`src/rtl/cpu_pkg.sv`:
```
`default_nettype none
// ============================================================================
// Module      : cpu_pkg
// Description : Shared definitions for the CPU decode stage. Holds the NOP
//               opcode value and helpers that slice an instruction word laid
//               out as {opcode, src1_idx, src2_idx}, opcode in the MSBs.
//               The helpers take widths as arguments so one set of functions
//               serves every parametrisation. Callers size the results.
// Revision    : 1.0 - initial release
// ============================================================================
package cpu_pkg;

    localparam int OPC_NOP = 0;

    // Opcode field: the OPC_W bits sitting above the two index fields.
    function automatic logic [31:0] instr_opc(input logic [63:0] instr,
                                              input int opc_w,
                                              input int idx_w);
        return 32'((instr >> (2 * idx_w)) & ((64'd1 << opc_w) - 64'd1));
    endfunction

    // First source index; it also names the destination register.
    function automatic logic [31:0] instr_src1(input logic [63:0] instr,
                                               input int idx_w);
        return 32'((instr >> idx_w) & ((64'd1 << idx_w) - 64'd1));
    endfunction

    // Second source index, in the least significant bits.
    function automatic logic [31:0] instr_src2(input logic [63:0] instr,
                                               input int idx_w);
        return 32'(instr & ((64'd1 << idx_w) - 64'd1));
    endfunction

endpackage : cpu_pkg
`default_nettype wire

```
`src/rtl/cpu_operand_sel.sv`:
```
`default_nettype none
// ============================================================================
// Module      : cpu_operand_sel
// Description : Reads one source operand from the flattened register file,
//               replacing it with the write-back value when a write-back to
//               the same register is in flight this cycle.
// Ports       : regs_i     - register file, reg k at [k*DATA_W +: DATA_W]
//               src_idx_i  - register to read
//               wb_valid_i - write-back active this cycle
//               wb_idx_i   - write-back destination
//               wb_data_i  - write-back value
//               operand_o  - selected operand (combinational)
// Revision    : 1.0 - initial release
// ============================================================================
module cpu_operand_sel #(
    parameter  int DATA_W = 8,
    parameter  int NREGS  = 4,
    localparam int IDX_W  = $clog2(NREGS)
) (
    input  logic [NREGS*DATA_W-1:0] regs_i,
    input  logic [IDX_W-1:0]        src_idx_i,
    input  logic                    wb_valid_i,
    input  logic [IDX_W-1:0]        wb_idx_i,
    input  logic [DATA_W-1:0]       wb_data_i,
    output logic [DATA_W-1:0]       operand_o
);

    logic w_fwd;

    assign w_fwd = wb_valid_i && (wb_idx_i == src_idx_i);

    always_comb begin
        operand_o = regs_i[src_idx_i * DATA_W +: DATA_W];
        if (w_fwd) begin
            operand_o = wb_data_i;
        end
    end

endmodule : cpu_operand_sel
`default_nettype wire

```
`src/rtl/cpu_dc_pipe.sv`:
```
`default_nettype none
// ============================================================================
// Module      : cpu_dc_pipe
// Description : Pipelined decode stage. Splits an instruction into opcode and
//               register indices, reads both operands with write-back
//               forwarding, and holds the result in a one-entry output
//               register under a valid/ready handshake. A per-register
//               scoreboard stalls instructions touching a register with an
//               outstanding write.
// Ports       : clk, rst_n          - clock, async active-low reset
//               flush               - drop output entry, clear scoreboard
//               in_valid/in_ready   - instruction handshake
//               instr               - {opcode, src1_idx, src2_idx}
//               regs                - flattened register file
//               wb_valid/idx/data   - write-back port
//               out_valid/out_ready - output handshake
//               opcode, in1_val, in2_val, dst_idx - registered payload
//               busy                - scoreboard, bit k = reg k pending
// Revision    : 1.0 - initial release
// ============================================================================
module cpu_dc_pipe
    import cpu_pkg::*;
#(
    parameter  int DATA_W  = 8,
    parameter  int NREGS   = 4,
    parameter  int OPC_W   = 4,
    localparam int IDX_W   = $clog2(NREGS),
    localparam int INSTR_W = OPC_W + 2 * IDX_W
) (
    input  logic                    clk,
    input  logic                    rst_n,
    input  logic                    flush,
    input  logic                    in_valid,
    output logic                    in_ready,
    input  logic [INSTR_W-1:0]      instr,
    input  logic [NREGS*DATA_W-1:0] regs,
    input  logic                    wb_valid,
    input  logic [IDX_W-1:0]        wb_idx,
    input  logic [DATA_W-1:0]       wb_data,
    output logic                    out_valid,
    input  logic                    out_ready,
    output logic [OPC_W-1:0]        opcode,
    output logic [DATA_W-1:0]       in1_val,
    output logic [DATA_W-1:0]       in2_val,
    output logic [IDX_W-1:0]        dst_idx,
    output logic [NREGS-1:0]        busy
);

    logic [OPC_W-1:0]  w_opc;
    logic [IDX_W-1:0]  w_src1;
    logic [IDX_W-1:0]  w_src2;
    logic [DATA_W-1:0] w_op1;
    logic [DATA_W-1:0] w_op2;
    logic [NREGS-1:0]  w_wb_mask;
    logic [NREGS-1:0]  w_eff;
    logic [NREGS-1:0]  w_set_mask;
    logic              w_hazard;
    logic              w_accept;
    logic              w_is_nop;

    logic              out_valid_q, out_valid_d;
    logic [OPC_W-1:0]  opcode_q,    opcode_d;
    logic [DATA_W-1:0] in1_q,       in1_d;
    logic [DATA_W-1:0] in2_q,       in2_d;
    logic [IDX_W-1:0]  dst_q,       dst_d;
    logic [NREGS-1:0]  busy_q,      busy_d;

    assign w_opc    = OPC_W'(instr_opc(64'(instr), OPC_W, IDX_W));
    assign w_src1   = IDX_W'(instr_src1(64'(instr), IDX_W));
    assign w_src2   = IDX_W'(instr_src2(64'(instr), IDX_W));
    assign w_is_nop = (w_opc == OPC_W'(OPC_NOP));

    cpu_operand_sel #(.DATA_W(DATA_W), .NREGS(NREGS)) u_sel1 (
        .regs_i     (regs),
        .src_idx_i  (w_src1),
        .wb_valid_i (wb_valid),
        .wb_idx_i   (wb_idx),
        .wb_data_i  (wb_data),
        .operand_o  (w_op1)
    );

    cpu_operand_sel #(.DATA_W(DATA_W), .NREGS(NREGS)) u_sel2 (
        .regs_i     (regs),
        .src_idx_i  (w_src2),
        .wb_valid_i (wb_valid),
        .wb_idx_i   (wb_idx),
        .wb_data_i  (wb_data),
        .operand_o  (w_op2)
    );

    // A write-back landing this cycle already resolves its register, so the
    // waiting instruction may issue now and pick up the forwarded value.
    assign w_wb_mask = wb_valid ? (NREGS'(1) << wb_idx) : '0;
    assign w_eff     = busy_q & ~w_wb_mask;
    // dst is src1, so the WAW check is already covered by the src1 term.
    assign w_hazard  = w_eff[w_src1] | w_eff[w_src2];

    assign in_ready  = rst_n && !flush && !w_hazard && (!out_valid_q || out_ready);
    assign w_accept  = in_valid && in_ready;

    assign w_set_mask = (w_accept && !w_is_nop) ? (NREGS'(1) << w_src1) : '0;

    always_comb begin
        out_valid_d = out_valid_q;
        opcode_d    = opcode_q;
        in1_d       = in1_q;
        in2_d       = in2_q;
        dst_d       = dst_q;
        busy_d      = busy_q;
        if (flush) begin
            // in_ready is low under flush, so no accept can collide here.
            out_valid_d = 1'b0;
            busy_d      = '0;
        end else begin
            // Set is OR-ed in after the clear so a new claim beats a wb.
            busy_d = (busy_q & ~w_wb_mask) | w_set_mask;
            if (w_accept) begin
                out_valid_d = 1'b1;
                opcode_d    = w_opc;
                in1_d       = w_op1;
                in2_d       = w_op2;
                dst_d       = w_src1;
            end else if (out_valid_q && out_ready) begin
                out_valid_d = 1'b0;
            end
        end
    end

    always_ff @(posedge clk or negedge rst_n) begin
        if (!rst_n) begin
            out_valid_q <= 1'b0;
            opcode_q    <= '0;
            in1_q       <= '0;
            in2_q       <= '0;
            dst_q       <= '0;
            busy_q      <= '0;
        end else begin
            out_valid_q <= out_valid_d;
            opcode_q    <= opcode_d;
            in1_q       <= in1_d;
            in2_q       <= in2_d;
            dst_q       <= dst_d;
            busy_q      <= busy_d;
        end
    end

    assign out_valid = out_valid_q;
    assign opcode    = opcode_q;
    assign in1_val   = in1_q;
    assign in2_val   = in2_q;
    assign dst_idx   = dst_q;
    assign busy      = busy_q;

endmodule : cpu_dc_pipe
`default_nettype wire

```
`config.mk`:
```
export PLATFORM = sky130hd
export DESIGN_NAME = cpu_dc_pipe
export DESIGN_NICKNAME = d
export VERILOG_FILES = /design/src/rtl/cpu_pkg.sv /design/src/rtl/cpu_operand_sel.sv /design/src/rtl/cpu_dc_pipe.sv
export SDC_FILE = /design/constraint.sdc
export NUM_CORES = 1
export LEC_CHECK = 0
export ABC_AREA = 1
export BUFFER_PORTS_ARGS = -buffer_cell sky130_fd_sc_hd__buf_2
export CAP_MARGIN = 25
export CORE_MARGIN = 5
export CORE_UTILIZATION = 30
export CTS_BUF_LIST = sky130_fd_sc_hd__clkbuf_4
export CTS_CLUSTER_SIZE = 12
export DETAILED_ROUTE_END_ITERATION = 7
export GPL_ROUTABILITY_DRIVEN = 0
export MAX_ROUTING_LAYER = met4
export SETUP_SLACK_MARGIN = 0.5
export SLEW_MARGIN = 25
export SYNTH_ARGS = -nofsm -noshare
export SYNTH_HDL_FRONTEND = slang
export SYNTH_HIERARCHICAL = 1
export SYNTH_SLANG_ARGS = --single-unit
```
`constraint.sdc`:
```
create_clock -name clk -period 2 [get_ports clk]
set_clock_uncertainty 0.15 [all_clocks]
set_input_delay 0.4 -clock clk [delete_from_list [all_inputs] [get_ports clk]]
set_output_delay 0.4 -clock clk [all_outputs]
set_load 0.02 [all_outputs]
```
# After elaboration in Yosys (flattened, before gate mapping)

Cells that the tools add are included.

Flip-flop bits (word level): 27

Muxes and demuxes: 12
Bitwise gates (word level): 5
Reductions and logical operators: 16
Eq/ne operators: 2
Shifts and indexed selects: 4
$lt $le $gt $ge: 2

Operators with widths:

| operator              | number |
|---|---|
| $shiftx A32 B6 Y8     | 2 |
| $mux W8               | 2 |
| $mux W4               | 3 |
| $logic_and A1 B1 Y1   | 8 |
| $shl A1 B2 Y4 const A | 2 |
| $lt A2 B3 Y1 const B  | 2 |
| $mux W1               | 5 |
| $and A4 B4 Y4         | 1 |
| $bmux W1 S2           | 2 |
| $eq A2 B2 Y1          | 2 |
| $logic_not A1 Y1      | 4 |
| $logic_not A4 Y1      | 1 |
| $not A4 Y4            | 1 |
| $or A4 B4 Y4          | 1 |
| $reduce_bool A3 Y1    | 1 |
| $reduce_and A2 Y1     | 1 |
| $logic_or A1 B1 Y1    | 1 |
| $not A1 Y1            | 1 |
| $or A1 B1 Y1          | 1 |

# Depth between registers and ports, before layout

Gate-level depths: netlist (run 1).

Word-level depth: 15
Gate-level depth with buffers: 10

# Modules after synthesis

Netlist (run 1), hierarchy kept.

By module, submodules not included:

| module          | area each (um^2) | instances | seq. area each (um^2) | cells each |
|---|---|---|---|---|
| cpu_dc_pipe     | 1302.5           | 1         | 675.6                 | 151 |
| cpu_operand_sel | 600.6            | 2         | 0.0                   | 130 |

# Worst setup path after synthesis (run 1)

No wires, ideal clock.

Path type: flip-flop to output port
Start: register out_valid_q (netlist: out_valid)
End: output in_ready
Required time: 1.450 ns
Path buffers: 1
Setup slack: 0.291 ns
Cell stages (with the launch flop): 7
Arrival: 1.159 ns
Cell sequence: dfrtp_1 -> inv_2 -> nor2_1 -> nor3b_2 -> nand2_2 -> nor2_8 -> buf_6

Longest elaborated chain between the ends: 3

RTL lines:

| element                  | RTL line           | source |
|---|---|---|
| start: declaration       | cpu_dc_pipe.sv:61  | `logic out_valid_q, out_valid_d;` |
| start signal: assignment | cpu_dc_pipe.sv:138 | `out_valid_q <= out_valid_d;` |
| $logic_not A1 Y1         | cpu_dc_pipe.sv:98  | `assign in_ready = rst_n && !flush && !w_hazard && (!out_valid_q \|\| out_ready);` |
| $logic_or A1 B1 Y1       | cpu_dc_pipe.sv:98  |  |
| $logic_and A1 B1 Y1      | cpu_dc_pipe.sv:98  |  |
| end: declaration         | cpu_dc_pipe.sv:34  | `output logic in_ready,` |

No other way between the ends.

# Final worst setup path (run 1)

Same ends and word-level chain as after synthesis.

==> impl_metrics.py, run 1 <==
metrics = {
    "layout": {
        "final_nets": 576,
        "area_growth_pct": 44.5,
        "layout_commonest_cell": "nand2_1",
        "antenna_cells": 0,
        "layout_common_cells": "150 x nand2_1, 76 x inv_1, 69 x nand3_1",
        "drive_above_1_share": 0.356,
        "postLayoutCellArea_um2": 3620,
        "finish.utilization": 0.443,
    },
    "global_routing": {
        "grt_util_met3": 0.0248,
        "grt_use_met1": 0.220,
        "antenna_found_initial": 0,
        "globalRouteMet2Util": 0.285,
        "grt_start_max_net_pins": 28,
        "grt_usage": 0.169,
        "grt_first_pass_wirelength_um": 13600,
        "grt-ovfl-total": 0,
        "grt-busiest-layer": "met2",
        "grt_pass1_vias": 2832,
    },
    "floorplan": {
        "dieArea_um2": 10300,
        "core_area_um2": 8180,
        "start_util": 0.306,
        "die_h_um": 101,
        "io_pins": 84,
        "die_w_um": 101,
        "row_count": 33,
    },
    "worst_setup_path": {
        "critPathCaptureType": "output port",
        "path_cells": "inv_2, nor2_2, nor3b_2, nand2_2, nor2_8, buf_6",
        "critPathKind": "flip-flop to output port",
        "startpoint_type": "flip-flop",
        "path_delay_family": "simple AND/OR/NAND/NOR gates",
        "crit_fanout": 2,
        "timing.rr.end": "opcode[1]$_DFFE_PN0P_",
        "rr_startpoint": "out_valid$_DFFE_PN0P_",
        "cpPeakStageDelay_ns": 0.44,
        "worstRegToRegCells": 12,
        "rrSetupSlack_ns": 0.06,
        "required_ns": 1.45,
        "crit_arrival_ns": 1.40,
        "cp.depth": 6,
        "crit_slowest_cell": "dfrtp_2",
        "path_buf_inv": 2,
    },
    "pwr": {
        "pwr_density_cell_nw_per_um2": 546,
        "leakagePower_nw": 2.14,
        "swShare": 0.398,
        "combPwrFrac": 0.506,
        "switchingPower_mw": 0.787,
        "intPower_mw": 1.19,
        "pwr-share-clk": 0.129,
        "ir_worst_vdd_uv": 314,
        "seqPwrFrac": 0.366,
    },
    "sta": {
        "rsz0062_at_grt": "true",
        "slew_headroom": 0.631,
        "maxSlewViolCount": 0,
        "tightestPinTransition_ns": 0.554,
        "hold_viol": 0,
        "timing.fmax_ghz": 0.514,
        "finalCritPeriodShare": 0.974,
        "setup_viol": 0,
        "fin_crit_ns": 1.95,
    },
    "cts": {
        "root_buffer": "clkbuf_4",
        "cts_tree": "yes",
        "cts.clk_slew.worst_paths_ns": 0.15,
        "clk_path_buf_depth": 2,
        "clk_latency_ns": 0.33,
        "cts-buffers-inserted": 3,
        "h-tree-depth": 1,
        "cts.sinks": 27,
    },
    "drt": {
        "drc": 0,
        "drt-pass1-iter-count": 4,
        "wl_per_cell_um": 13.3,
        "drtIter0Drc": 197,
        "wirelength_um": 8320,
        "vias": 2876,
        "routed_via_density": 4.61,
        "drtAntennaViolNets": 0,
    },
    "min_path": {
        "whs_path_depth": 2,
        "worst_hold_path.endpoint": "out_valid$_DFFE_PN0P_",
        "hold_class": "primary input to flip-flop",
        "worstHoldStart": "out_ready",
    },
    "placed_design": {
        "place_area_um2": 2970,
        "portBuffers": 83,
        "hpwl_um": 6170,
    },
    "synth": {
        "postSynthCellCount": 411,
        "yosysSeqAreaShare": 0.270,
        "syn_area_per_cell_um2": 6.09,
        "ys_ff_latch": 27,
        "syn-cell-area_um2": 2500,
        "ys.warnings.count": 6,
        "synth_fp_nets": 467,
        "synth_cell_types": 26,
    },
    "job": {
        "max-cap-violations": 0,
    },
    "status": {
        "status": "finished clean",
    },
}
==> metrics by stage <==
step	TNS, ns	power, mW	hold WS, ns	worst slack (ns)	instances
2_1_floorplan	0	1.15	-0.0456	0.341	411
6_report	0	1.98	0.0909	0.0528	624
3_3_place_gp	0	1.41	0.301	0.142	592
3_5_place_dp	0	1.42	0.304	0.107	592
4_1_cts	0	1.81	0.0749	0.0213	615
5_1_grt	-0.179	2.12	0.0768	-0.0513	624
==> power by group through the flow <==
stage | logic (mW) | clock network [mW] | registers [mW]
2_1_floorplan | 0.332 | 0 | 0.821
3_3_place_gp | 0.714 | 0 | 0.700
3_5_place_dp | 0.721 | 0 | 0.702
4_1_cts | 0.841 | 0.266 | 0.699
5_1_grt | 1.09 | 0.294 | 0.732
6_report | 0.999 | 0.254 | 0.722
==> cells by family after synthesis <==
group / after synthesis / synth area share
AOI/OAI and AO/OA: 10 / 0.0255
buffers and inverters: 101 / 0.191
DFF: 27 / 0.270
and+or+nand+nor: 273 / 0.514
==> registers in the layout, summed over array words and instances, names as in the netlist <==
signal,flops
busy,4
dst_idx,2
in1_val,8
in2_val,8
opcode,4
out_valid,1
==> how the worst max path moves through the flow <==
stage	start	to	slack, ns
finish	out_valid$_DFFE_PN0P_	in_ready	0.05
global route	out_valid$_DFFE_PN0P_	in_ready	-0.05
CTS	out_valid$_DFFE_PN0P_	in_ready	0.02
detailed placement	wb_idx[1]	in_ready	0.11
global placement	wb_valid	in_ready	0.14
floorplan	out_valid$_DFFE_PN0P_	in_ready	0.34
==> worst reg2reg max path, stage by stage (launching register included) <==
cell and delay [ns]:
dfrtp_2 0.44, inv_2 0.06, nor2_2 0.04, nor3b_2 0.19, nand2_2 0.11, nor2_8 0.11
buf_4 0.12, buf_6 0.09, buf_8 0.11, buf_12 0.11, bufbuf_16 0.25, nand3_1 0.06
nand2_1 0.09
==> routing by layer <==
layer,routed length [um],vias to the layer above
li1,-,1468
met5,0,-
met2,4190,69
met1,3650,1333
met3,426,6
met4,48,0
==> synthesized netlist by cell type <==
cell / n / area share
nand2_1: 166 / 0.25
inv_1: 76 / 0.11
nand3_1: 73 / 0.15
dfrtp_1: 27 / 0.27
nand2_2: 11 / 0.027
buf_6: 10 / 0.045
inv_2: 6 / 0.0090
a21oi_1: 4 / 0.0080
nand3_2: 4 / 0.016
nand4_1: 4 / 0.010
nor2_4: 4 / 0.018
nand2_4: 3 / 0.013
nor2_1: 3 / 0.0045
a21oi_2: 2 / 0.0070
buf_4: 2 / 0.0060
clkbuf_1: 2 / 0.0030
inv_4: 2 / 0.0050
inv_6: 2 / 0.0070
nand3_4: 2 / 0.014
o21ai_0: 2 / 0.0040
and2_1: 1 / 0.0025
buf_2: 1 / 0.0020
nor2_8: 1 / 0.0080
nor3b_2: 1 / 0.0050
o21ai_2: 1 / 0.0035
o31ai_1: 1 / 0.0030
==> what timing repair did <==
item	CTS	global route
resized for setup	32	59
buffers inserted	13	9
setup endpoints to repair	28	53
endpoints found under the hold margin	27	0
cloned	5	0
pin swaps	11	7
hold buffers	1	0
==> area by class of cell <==
class,count,area [um2]
Multi-Input combinational cell,286,1500
Sequential cell,27,678
Clock buffer,3,22.5
Timing Repair Buffer,116,946
Fill cell,846,4560
Clock inverter,1,7.51
Tap cell,105,131
Inverter,86,338
Note: power is estimated with default switching activity, not from simulation.
==> inputs of run 2 (changes only) <==
PLACE_DENSITY_LB_ADDON = 0.2   (was not set)
SETUP_SLACK_MARGIN = not set   (was 0.5)
==> run 2 against run 1 <==
- highest routed layer unchanged
- largest cell class unchanged
- first-iteration DRC count shrank 41%
- sequential cell count unchanged
- combinational power down 28%
- critical endpoint unchanged
- critical path depth unchanged
- global-route usage fell by 1.5 points
- total power is 16% lower
- largest power group unchanged
- sequential share of layout area grew 3.4 points
==> impl_metrics.py, run 2 (synthesized netlist as in run 1, its figures left out) <==
metrics = {
    "sta": {
        "maxSlewViolCount": 0,
        "tns_ns": 0,
        "rsz0062_at_grt": "true",
        "finalCritPeriodShare": 0.953,
        "whs_ns": 0.0958,
        "setup_viol": 0,
        "fin_crit_ns": 1.91,
        "slew_headroom": 0.761,
        "timing.fmax_ghz": 0.525,
        "tightestPinTransition_ns": 0.359,
        "hold_viol": 0,
    },
    "placed_design": {
        "dpl.cell_count": 595,
        "place_area_um2": 2990,
        "portBuffers": 83,
        "hpwl_um": 6250,
    },
    "cts": {
        "cts_tree": "yes",
        "cts.clk_slew.worst_paths_ns": 0.15,
        "root_buffer": "clkbuf_4",
        "h-tree-depth": 1,
        "clk_path_buf_depth": 2,
        "cts-buffers-inserted": 3,
        "clk_latency_ns": 0.32,
        "cts.sinks": 27,
    },
    "worst_setup_path": {
        "critPathCaptureType": "output port",
        "critPathKind": "flip-flop to output port",
        "crit_arrival_ns": 1.36,
        "required_ns": 1.45,
        "worstRegToRegCells": 9,
        "path_buf_inv": 2,
        "startpoint_type": "flip-flop",
        "cpPeakStageDelay_ns": 0.41,
        "rr_startpoint": "out_valid$_DFFE_PN0P_",
        "crit_fanout": 2,
        "rrSetupSlack_ns": 0.31,
        "crit_slowest_cell": "dfrtp_1",
        "path_delay_family": "simple AND/OR/NAND/NOR gates",
        "path_cells": "inv_2, nor2_2, nor3b_2, nand2_2, nor2_8, buf_6",
        "timing.rr.end": "in2_val[0]$_DFFE_PN0P_",
    },
    "drt": {
        "drc": 0,
        "routed_via_density": 4.47,
        "drtIter0Drc": 116,
        "wl_per_cell_um": 12.8,
        "drtAntennaViolNets": 0,
        "vias": 2685,
        "wirelength_um": 7660,
        "drt-pass1-iter-count": 4,
    },
    "min_path": {
        "hold_class": "primary input to flip-flop",
        "worst_hold_path.endpoint": "out_valid$_DFFE_PN0P_",
        "whs_path_depth": 2,
        "worstHoldStart": "out_ready",
    },
    "status": {
        "status": "finished clean",
    },
    "layout": {
        "final_nets": 553,
        "antenna_cells": 0,
        "layout_commonest_cell": "nand2_1",
        "postLayoutCellArea_um2": 3050,
        "layout_common_cells": "166 x nand2_1, 82 x buf_2, 76 x inv_1",
        "area_growth_pct": 21.8,
        "drive_above_1_share": 0.280,
        "final_cells": 601,
    },
    "global_routing": {
        "grt_first_pass_wirelength_um": 12500,
        "grt_start_max_net_pins": 28,
        "grt_pass1_vias": 2646,
        "antenna_found_initial": 0,
        "grt-ovfl-total": 0,
        "grt_usage": 0.154,
    },
    "pwr": {
        "ir_worst_vdd_uv": 269,
        "pwr_density_cell_nw_per_um2": 543,
        "leakagePower_nw": 1.95,
    },
    "job": {
        "max-cap-violations": 0,
    },
    "floorplan": {
        "dieArea_um2": 10300,
        "die_w_um": 101,
        "die_h_um": 101,
        "start_util": 0.306,
        "io_pins": 84,
        "row_count": 33,
        "core_area_um2": 8180,
    },
}
run 2: cell count changes in the layout (fill, tap and decap cells not counted), sizes merged:
cell	before	now
buf	114	95
bufbuf	1	0
clkbuf	3	4
clkinvlp	1	0
nand2	183	180
run 2: worst max-delay path by stage:
stage	start	to	slack, ns	depth (start not counted)
floorplan	out_valid$_DFFE_PN0P_	in_ready	0.29	6
global placement	wb_idx[1]	in_ready	0.16	7
detailed placement	wb_idx[1]	in_ready	0.12	7
CTS	out_valid$_DFFE_PN0P_	in_ready	0.07	6
global route	out_valid$_DFFE_PN0P_	in_ready	-0.02	6
finish	out_valid$_DFFE_PN0P_	in_ready	0.09	6
run 2: stage by stage:
stage,setup slack [ns],power (mW),util
after global routing,-0.0151,1.79,0.373
after floorplan,0.291,1.15,-
after CTS,0.0671,1.68,0.373
final,0.0935,1.66,0.373
after detailed placement,0.124,1.43,0.366
after global placement,0.164,1.42,0.366
run 2: final cells by class:
class                   instances  area (um2)
flip-flops and latches         27         676
repair buffers                 96         522
well taps                     105         131
clock buffers                   4        30.0
fillers                       932        5130
inverters                      86         338
multi-input cells             283        1350
run 2: worst reg2reg max path: stages (launching register included):
cell     delay [ns]
dfrtp_1        0.41
inv_2          0.07
nor2_2         0.03
nor3b_2        0.17
nand2_2        0.11
nor2_8         0.11
buf_4          0.15
buf_4          0.23
nand3_1        0.11
nand2_1        0.08
run 2: repair_timing:
| action | CTS | global route |
|---|---|---|
| pin swaps | 1 | 1 |
| gates resized for setup | 2 | 1 |
| buffers inserted | 1 | 0 |
| endpoints found under the hold margin | 27 | 0 |
| hold buffers | 1 | 0 |
| endpoints found under the setup margin | 1 | 1 |
run 2: per-layer routing:
layer	wire length (um)	GRT usage	up-vias
met5	0	-	-
met4	25	0.0133	0
met3	330	0.0172	2
met2	3610	0.262	68
met1	3700	0.206	1202
li1	-	-	1413
run 2: report_power, final:
group	switching [mW]	internal, mW
clock network	0.157	0.0915
registers	0.0500	0.640
logic	0.468	0.250
total	0.675	0.981
==> inputs of run 3 (changes only) <==
CORE_ASPECT_RATIO = 1.5   (was not set)
CTS_CLUSTER_SIZE = 10   (was 12)
==> run 3 against run 2 <==
- first-iteration DRC count is 16% higher
- highest routed layer unchanged
- sequential share of layout area decreased by 0.11 points
- worst hold slack gained 0.019 ns
- wire length fell by 4.2%
- critical endpoint unchanged
==> impl_metrics.py, run 3 (synthesized netlist as in run 1, its figures left out) <==
metrics = {
    "status": {
        "status": "finished clean",
    },
    "worst_setup_path": {
        "path_buf_inv": 2,
        "crit_fanout": 2,
        "path_cells": "inv_2, nor2_2, nor3b_2, nand2_2, nor2_8, buf_6",
        "crit_start": "out_valid$_DFFE_PN0P_",
        "rr_startpoint": "out_valid$_DFFE_PN0P_",
        "required_ns": 1.45,
        "cpPeakStageDelay_ns": 0.41,
        "critPathCaptureType": "output port",
        "endpoint": "in_ready",
        "rrSetupSlack_ns": 0.13,
        "critPathKind": "flip-flop to output port",
        "worstRegToRegCells": 10,
        "startpoint_type": "flip-flop",
        "cp.depth": 6,
        "path_delay_family": "simple AND/OR/NAND/NOR gates",
        "crit_slowest_cell": "dfrtp_1",
        "timing.rr.end": "dst_idx[1]$_DFFE_PN0P_",
        "crit_arrival_ns": 1.38,
    },
    "sta": {
        "tightestPinTransition_ns": 0.334,
        "slew_headroom": 0.777,
        "fin_crit_ns": 1.93,
        "hold_viol": 0,
        "setup_viol": 0,
        "whs_ns": 0.115,
        "worst_slack_ns": 0.0739,
        "timing.fmax_ghz": 0.519,
        "maxSlewViolCount": 0,
        "finalCritPeriodShare": 0.963,
        "rsz0062_at_grt": "true",
    },
    "placed_design": {
        "portBuffers": 83,
        "hpwl_um": 5950,
        "place_area_um2": 3010,
        "dp_slack_ns": 0.0453,
    },
    "global_routing": {
        "grt_usage": 0.148,
        "grt_pass1_vias": 2679,
        "grt_start_max_net_pins": 28,
        "antenna_found_initial": 1,
        "grt-ovfl-total": 0,
        "grt-busiest-layer": "met2",
        "grt_use_met1": 0.173,
        "grt_util_met3": 0.0101,
        "grt_first_pass_wirelength_um": 12300,
        "globalRouteMet2Util": 0.267,
    },
    "floorplan": {
        "die_h_um": 122,
        "core_area_um2": 8110,
        "start_util": 0.309,
        "dieArea_um2": 10300,
        "io_pins": 84,
        "die_w_um": 84.6,
        "row_count": 40,
    },
    "layout": {
        "finish.utilization": 0.378,
        "postLayoutCellArea_um2": 3060,
        "area_growth_pct": 22.4,
        "final_nets": 555,
        "layout_common_cells": "166 x nand2_1, 82 x buf_2, 76 x inv_1",
        "drive_above_1_share": 0.283,
        "layout_commonest_cell": "nand2_1",
    },
    "cts": {
        "cts.sinks": 27,
        "root_buffer": "clkbuf_4",
        "clk_latency_ns": 0.31,
        "cts-buffers-inserted": 3,
        "cts.clk_slew.worst_paths_ns": 0.13,
        "clk_path_buf_depth": 2,
        "cts_tree": "yes",
        "h-tree-depth": 1,
    },
    "pwr": {
        "leakagePower_nw": 1.96,
        "ir_worst_vdd_uv": 258,
        "power.total_mw": 1.63,
        "pwr_density_cell_nw_per_um2": 533,
    },
    "drt": {
        "drtIter0Drc": 134,
        "drc": 0,
        "routed_via_density": 4.42,
        "drtAntennaViolNets": 0,
        "vias": 2671,
        "wl_per_cell_um": 12.2,
        "wirelength_um": 7340,
        "drt-pass1-iter-count": 4,
    },
    "min_path": {
        "whs_path_depth": 2,
        "hold_class": "primary input to flip-flop",
    },
    "job": {
        "max-cap-violations": 0,
    },
}
run 3: cell types whose count changed in the layout (fill, tap and decap cells not counted), sizes merged:
| cell | change |
|---|---|
| clkbuf | -1 |
| diode | +1 |
| clkinv | +1 |
| buf | +2 |
run 3: final cells by class:
type	instances	area [um2]
Fill cell	951	5040
Multi-Input combinational cell	283	1350
Sequential cell	27	676
Timing Repair Buffer	98	537
Inverter	86	338
Tap cell	105	131
Clock buffer	3	22.5
Clock inverter	1	5.00
Antenna cell	1	2.50
run 3: repair_timing:
item | in CTS | in global routing
setup endpoints to repair | 1 | 12
endpoints found under the hold margin | 27 | 0
pin swaps | 1 | 2
gates resized for setup | 0 | 3
hold buffers | 1 | 0
buffers inserted | 1 | 0
run 3: how the worst min path moves through the flow:
stage                     startpoint                     to  slack [ns]
final                      out_ready  out_valid$_DFFE_PN0P_        0.11
after global routing       out_ready  out_valid$_DFFE_PN0P_        0.10
after CTS                  out_ready  out_valid$_DFFE_PN0P_        0.09
after detailed placement       rst_n      busy[3]$_DFF_PN0_        0.28
after global placement         rst_n      busy[2]$_DFF_PN0_        0.29
after floorplan                rst_n      busy[0]$_DFF_PN0_       -0.05
run 3: power by group:
group / switching, mW / internal, mW / total, mW
logic: 0.458 / 0.252 / 0.710
clock network: 0.154 / 0.0748 / 0.229
registers: 0.0526 / 0.640 / 0.693
total: 0.665 / 0.967 / 1.63
run 3: routing by layer:
| layer | vias up | part of all wire | wire length [um] |
|---|---|---|---|
| met2 | 79 | 0.52 | 3790 |
| met3 | 12 | 0.043 | 316 |
| li1 | 1413 | - | - |
| met5 | - | 0 | 0 |
| met4 | 0 | 0.022 | 165 |
| met1 | 1167 | 0.42 | 3060 |
run 3: metrics by stage:
stage                     std cells  setup TNS (ns)
after CTS                       603               0
after global routing            604          -0.227
final                           604               0
after global placement          597               0
after floorplan                 411               0
after detailed placement        597               0
run 3: worst reg2reg max path, cell delays in order, from the launching register on:
cell and delay, ns:
dfrtp_1 0.41, inv_2 0.07, nor2_2 0.04, nor3b_2 0.20, nand2_2 0.11, nor2_8 0.11, buf_4 0.21, buf_4 0.15
nand2_4 0.15, nand2_1 0.10, o21ai_0 0.07
